**src/rtl/sa_pkg.sv**
```systemverilog
// sa_pkg: shared state encoding and default geometry for the systolic-array sequencer
package sa_pkg;
  localparam int SA_WIDTH = 16;
  localparam int SA_N = 4;
  typedef enum logic [2:0] {IDLE, LOAD, STREAM, DRAIN, FIN} sa_state_e;
endpackage

```
**src/rtl/skew_line.sv**
```systemverilog
// skew_line: DEPTH-stage data+valid shift register; data is zeroed whenever valid is low
module skew_line #(
  parameter int W = 16,
  parameter int DEPTH = 0
) (
  input  logic         clk,
  input  logic         rst,
  input  logic         i_valid,
  input  logic [W-1:0] i_data,
  output logic         o_valid,
  output logic [W-1:0] o_data
);
  if (DEPTH == 0) begin : g_pass
    logic w_unused;
    assign w_unused = clk ^ rst;
    assign o_valid = i_valid;
    assign o_data = i_valid ? i_data : '0;
  end else begin : g_shift
    logic [DEPTH-1:0] r_v;
    logic [DEPTH-1:0][W-1:0] r_d;
    // shift valid and masked data one stage per cycle
    always_ff @(posedge clk) begin
      if (rst) begin
        r_v <= '0;
        r_d <= '0;
      end else begin
        r_v[0] <= i_valid;
        r_d[0] <= i_valid ? i_data : '0;
        for (int k = 1; k < DEPTH; k++) begin
          r_v[k] <= r_v[k-1];
          r_d[k] <= r_d[k-1];
        end
      end
    end
    assign o_valid = r_v[DEPTH-1];
    assign o_data = r_d[DEPTH-1];
  end
endmodule

```
**src/rtl/sa_sequencer.sv**
```systemverilog
// sa_sequencer: loads weights, streams skewed activation rows into an NxN array and deskews results
module sa_sequencer import sa_pkg::*; #(
  parameter int WIDTH = SA_WIDTH,
  parameter int N = SA_N,
  parameter int ARR_LAT = N,
  parameter int LEN_W = 8
) (
  input  logic                 clk,
  input  logic                 rst,
  input  logic                 start,
  input  logic [LEN_W-1:0]     len,
  output logic                 busy,
  output logic                 done,
  output logic                 w_load,
  output logic [$clog2(N)-1:0] w_row,
  output logic                 act_rd_en,
  output logic [LEN_W-1:0]     act_rd_addr,
  input  logic [N*WIDTH-1:0]   act_data,
  output logic [N*WIDTH-1:0]   arr_in_up,
  output logic [N-1:0]         arr_enable,
  input  logic [N*WIDTH-1:0]   arr_out,
  input  logic                 ovf_in,
  output logic                 res_valid,
  output logic [LEN_W-1:0]     res_addr,
  output logic [N*WIDTH-1:0]   res_data,
  output logic                 ovf_flag
);
  localparam int RW = $clog2(N);
  localparam int VP = N + ARR_LAT;
  sa_state_e r_state;
  logic [LEN_W-1:0] r_len;
  logic [LEN_W-1:0] r_res_cnt;
  logic [VP-1:0] r_vp;
  logic [N-1:0] w_dsk_v;
  // job control FSM with registered strobes; r_res_cnt tracks rows already delivered
  always_ff @(posedge clk) begin
    if (rst) begin
      r_state <= IDLE;
      r_len <= '0;
      r_res_cnt <= '0;
      busy <= 1'b0;
      done <= 1'b0;
      w_load <= 1'b0;
      w_row <= '0;
      act_rd_en <= 1'b0;
      act_rd_addr <= '0;
      ovf_flag <= 1'b0;
    end else begin
      if (res_valid) r_res_cnt <= r_res_cnt + LEN_W'(1);
      if (ovf_in && busy) ovf_flag <= 1'b1;
      case (r_state)
        IDLE: if (start) begin
          r_len <= len;
          r_res_cnt <= '0;
          ovf_flag <= 1'b0;
          busy <= 1'b1;
          r_state <= (len != '0) ? LOAD : FIN;
          w_load <= len != '0;
          w_row <= '0;
          done <= len == '0;
        end
        LOAD: if (w_row == RW'(N-1)) begin
          r_state <= STREAM;
          w_load <= 1'b0;
          w_row <= '0;
          act_rd_en <= 1'b1;
          act_rd_addr <= '0;
        end else begin
          w_row <= w_row + RW'(1);
        end
        STREAM: if (act_rd_addr == r_len - LEN_W'(1)) begin
          r_state <= DRAIN;
          act_rd_en <= 1'b0;
          act_rd_addr <= '0;
        end else begin
          act_rd_addr <= act_rd_addr + LEN_W'(1);
        end
        DRAIN: if (res_valid && r_res_cnt == r_len - LEN_W'(1)) begin
          r_state <= FIN;
          done <= 1'b1;
        end
        FIN: begin
          r_state <= IDLE;
          done <= 1'b0;
          busy <= 1'b0;
        end
        default: r_state <= IDLE;
      endcase
    end
  end
  // r_vp[k] marks a row whose read was issued k+1 cycles ago; bit 0 aligns with act_data
  always_ff @(posedge clk) begin
    if (rst) r_vp <= '0;
    else r_vp <= {r_vp[VP-2:0], act_rd_en};
  end
  for (genvar j = 0; j < N; j++) begin : g_lane
    skew_line #(.W(WIDTH), .DEPTH(j)) u_skew (
      .clk(clk),
      .rst(rst),
      .i_valid(r_vp[0]),
      .i_data(act_data[j*WIDTH +: WIDTH]),
      .o_valid(arr_enable[j]),
      .o_data(arr_in_up[j*WIDTH +: WIDTH])
    );
    skew_line #(.W(WIDTH), .DEPTH(N-1-j)) u_deskew (
      .clk(clk),
      .rst(rst),
      .i_valid(r_vp[j+ARR_LAT]),
      .i_data(arr_out[j*WIDTH +: WIDTH]),
      .o_valid(w_dsk_v[j]),
      .o_data(res_data[j*WIDTH +: WIDTH])
    );
  end
  assign res_valid = &w_dsk_v;
  assign res_addr = res_valid ? r_res_cnt : '0;
endmodule

```
**config.mk**
```make
export PLATFORM = sky130hd
export DESIGN_NAME = sa_sequencer
export DESIGN_NICKNAME = d
export VERILOG_FILES = /design/src/rtl/sa_pkg.sv /design/src/rtl/skew_line.sv /design/src/rtl/sa_sequencer.sv
export SDC_FILE = /design/constraint.sdc
export NUM_CORES = 1
export LEC_CHECK = 0
export CAP_MARGIN = 10
export CELL_PAD_IN_SITES_DETAIL_PLACEMENT = 1
export CELL_PAD_IN_SITES_GLOBAL_PLACEMENT = 1
export CORE_UTILIZATION = 36
export CTS_CLUSTER_SIZE = 24
export DETAILED_ROUTE_END_ITERATION = 7
export GPL_TIMING_DRIVEN = 0
export PLACE_DENSITY_LB_ADDON = 0.1
export SETUP_SLACK_MARGIN = 0.5
export SYNTH_ARGS = -nofsm -noshare
export SYNTH_HDL_FRONTEND = slang
export SYNTH_SLANG_ARGS = --single-unit
```
**constraint.sdc**
```tcl
create_clock -name clk -period 4.45 [get_ports clk]
set_input_delay 0.6675 -clock clk [delete_from_list [all_inputs] [get_ports clk]]
set_output_delay 0.6675 -clock clk [all_outputs]
set_load 0.02 [all_outputs]
```
==> impl_metrics.yaml <==
run_status:
  status: "completed"
drt:
  vias: 5914
  wl_per_cell_um: 14.35
  antenna_left: 0
  dr.pass1.iters: 4
  drt_wl_total_um: 19550
  viasPerCell: 4.342
  drt_iter0_markers: 112
  route.detailed.drc: 0
power_and_ir_drop:
  power_density_nw_per_um2: 373.8
  ir_drop_v: 0.0003371
  power.leakage_nw: 4.878
synthesis:
  synth-seq-area-share: 0.5899
  synth_top_area_share: 0.5899
  synthCells: 747
  synth_fp_nets: 892
  ys_ff_latch: 234
  synth_edf_count: 0
  syn_avg_cell_area_um2: 10.63
  async_flop_share: 0
  yosysUniqueCellTypes: 46
  synth_area_um2: 7941
  ys.flop_type: "dfxtp_1"
  synth_warnings: 0
  synth_area_leaders: "dfxtp_1 59%, and2_1 11%, nor2b_1 8.3%, buf_4 6.4%, xor2_1 2.2%"
  yosysTopAreaCell: "dfxtp_1"
place:
  io_buffer_count: 294
  place_hpwl_um: 14910
  placed_cells: 1316
  gp_congestion: 0.7437
  post-place-ws_ns: 1.863
sta:
  tightest_slew_ns: 0.6037
  slew_headroom: 0.5975
  min_period_ns: 2.935
  period_share: 0.6596
  fin_skew_ns: 0.007429
  report.final.slew_viol_count: 0
  fmax_ghz: 0.3407
  hold_viol: 0
  finalWorstSetupSlack_ns: 1.515
  tns_ns: 0
  setup_viol: 0
  rsz0062_at_grt: "false"
global_routing:
  gr-usage-all-layers: 0.1710
  grt_max_degree: 15
  overflow: 0
  grt_pass1_wl_um: 30040
  grt_pass1_vias: 5997
  antenna_found_initial: 0
clock_network:
  clkLatencyLatePin_ns: 0.52
  clk_pin_slew_ns: 0.06
  cts-buffers-inserted: 25
  h-tree-depth: 1
  cts_hold_buf: 0
  clock-sinks: 234
  cts_tree: "done"
  post_cts_buffers: 0
  post_cts_resize_count: 0
  clock_tree.root_cell: "clkbuf_16"
  cts_buffer_depth: 3
final_layout:
  drive_above_1_share: 0.1113
  final_cell_mix: "294 x clkdlybuf4s50_1, 234 x dfxtp_1, 136 x and2_1"
  num_antenna_cells: 0
  final_common_cell: "clkdlybuf4s50_1"
  area_growth_pct: 52.37
  stdcell_count: 1362
  nNetsFinal: 1213
  fillerInstances: 2304
setup_path:
  worstPathRequired_ns: 3.78
  crit_type: "reg2out"
  rrSetupSlack_ns: 2.17
  arrival_ns: 2.27
  worstPathMaxFanout: 10
  endpoint_kind: "output pin"
  worstSetupStartpointType: "flop"
die:
  core_area_um2: 21350
  die_area_um2: 22660
  die_w_um: 150.5
  chipHeight_um: 150.5
  rows: 53
  ios: 296
  initial_core_util: 0.3719
flow_run:
  max_cap_viol_count: 0
hold_path:
  worstHoldPathType: "reg2reg"
routing by layer:
layer  track usage  vias to the layer above  wire length, um
met5             0                        -                0
met3       0.05909                       31             1815
met4       0.04949                        0              442
li1              -                     2918                -
met1        0.1743                     2778             7105
met2        0.3249                      187            10180
synth_stat cells, drive strengths merged (2+ instances only):
master,number
buf,71
nor2,27
or4,4
ha,5
nand3,6
mux2i,2
xnor2,13
or3b,2
o21ai,3
nand2,26
dfxtp,234
nand4,6
nor3,5
or3,4
xor2,20
nor2b,105
and2,136
and3,6
nand2b,3
inv,6
a21oi,14
clkbuf,29
xnor3,2
a31oi,4
nand3b,3
flip-flops by register name, summed over array words and instances (netlist names):
signal,cells
w_load,1
r_res_cnt,8
g_lane.u_skew.o_data,48
w_row,2
g_lane.u_deskew.g_shift.r_d,48
g_lane.u_skew.g_shift.r_d,48
r_state,3
ovf_flag,1
done,1
act_rd_addr,8
act_rd_en,1
g_lane.u_deskew.o_data,48
busy,1
r_len,8
r_vp,8
stage by stage:
stage / total power [mW] / hold WS, ns / util / area, um2
4_1_cts: 4.593 / 0.4392 / 0.5667 / 12100
3_5_place_dp: 2.434 / 0.4247 / 0.5258 / 11230
3_3_place_gp: 2.428 / 0.4155 / 0.5258 / 11230
6_report: 4.523 / 0.4337 / 0.5667 / 12100
5_1_grt: 4.698 / 0.4523 / 0.5667 / 12100
2_1_floorplan: 2.272 / 0.4138 / - / 7941
power by group:
part           leakage, nW  internal, mW  switching [mW]
clock network        0.436          1.30           0.839
logic                 2.56         0.165           0.101
registers             1.89          2.11          0.0127
total                 4.88          3.57           0.953
worst max-delay path, cell delays in order, from the launching register on:
cell	delay (ns)
dfxtp_1	0.36
clkbuf_1	0.34
clkbuf_1	0.28
and2_1	0.16
clkdlybuf4s50_1	0.61
kinds of logic (layout without fill, tap and decap cells):
| group | Yosys count | after routing | synth area share |
|---|---|---|---|
| fa+ha+maj | 5 | 5 | 0.007878 |
| compound gates | 30 | 30 | 0.02458 |
| flops | 234 | 234 | 0.5899 |
| simple gates | 335 | 335 | 0.2497 |
| xor+xnor | 35 | 35 | 0.04207 |
| mux | 2 | 2 | 0.002521 |
| buf+inv | 106 | 446 | 0.08334 |
final cells by class:
type,instances,area (um2),share of cell area
clock inverters,13,166.4,0.01375
inverters,6,22.52,0.001861
well taps,275,344.1,0.02844
clock buffers,33,705.7,0.05832
flip-flops and latches,234,4684,0.3871
multi-input cells,407,2595,0.2145
plain buffers,100,639.4,0.05284
repair buffers,294,2943,0.2432
path summary, 6_finish.rpt:
kind                                                      start                                       end  cells past startpoint
setup / recovery                             r_vp[7]$_SDFF_PP0_                               res_addr[7]                      4
hold / removal    g_lane[1].u_deskew.g_shift.r_d[13]$_SDFF_PP0_  g_lane[1].u_deskew.o_data[13]$_SDFF_PP0_                      1
setup reg to reg                          r_len[0]$_SDFFE_PP0P_               act_rd_addr[1]$_SDFFE_PP0P_                      9
hold reg to reg   g_lane[1].u_deskew.g_shift.r_d[13]$_SDFF_PP0_  g_lane[1].u_deskew.o_data[13]$_SDFF_PP0_                      1
(Power assumes the default switching activity.)
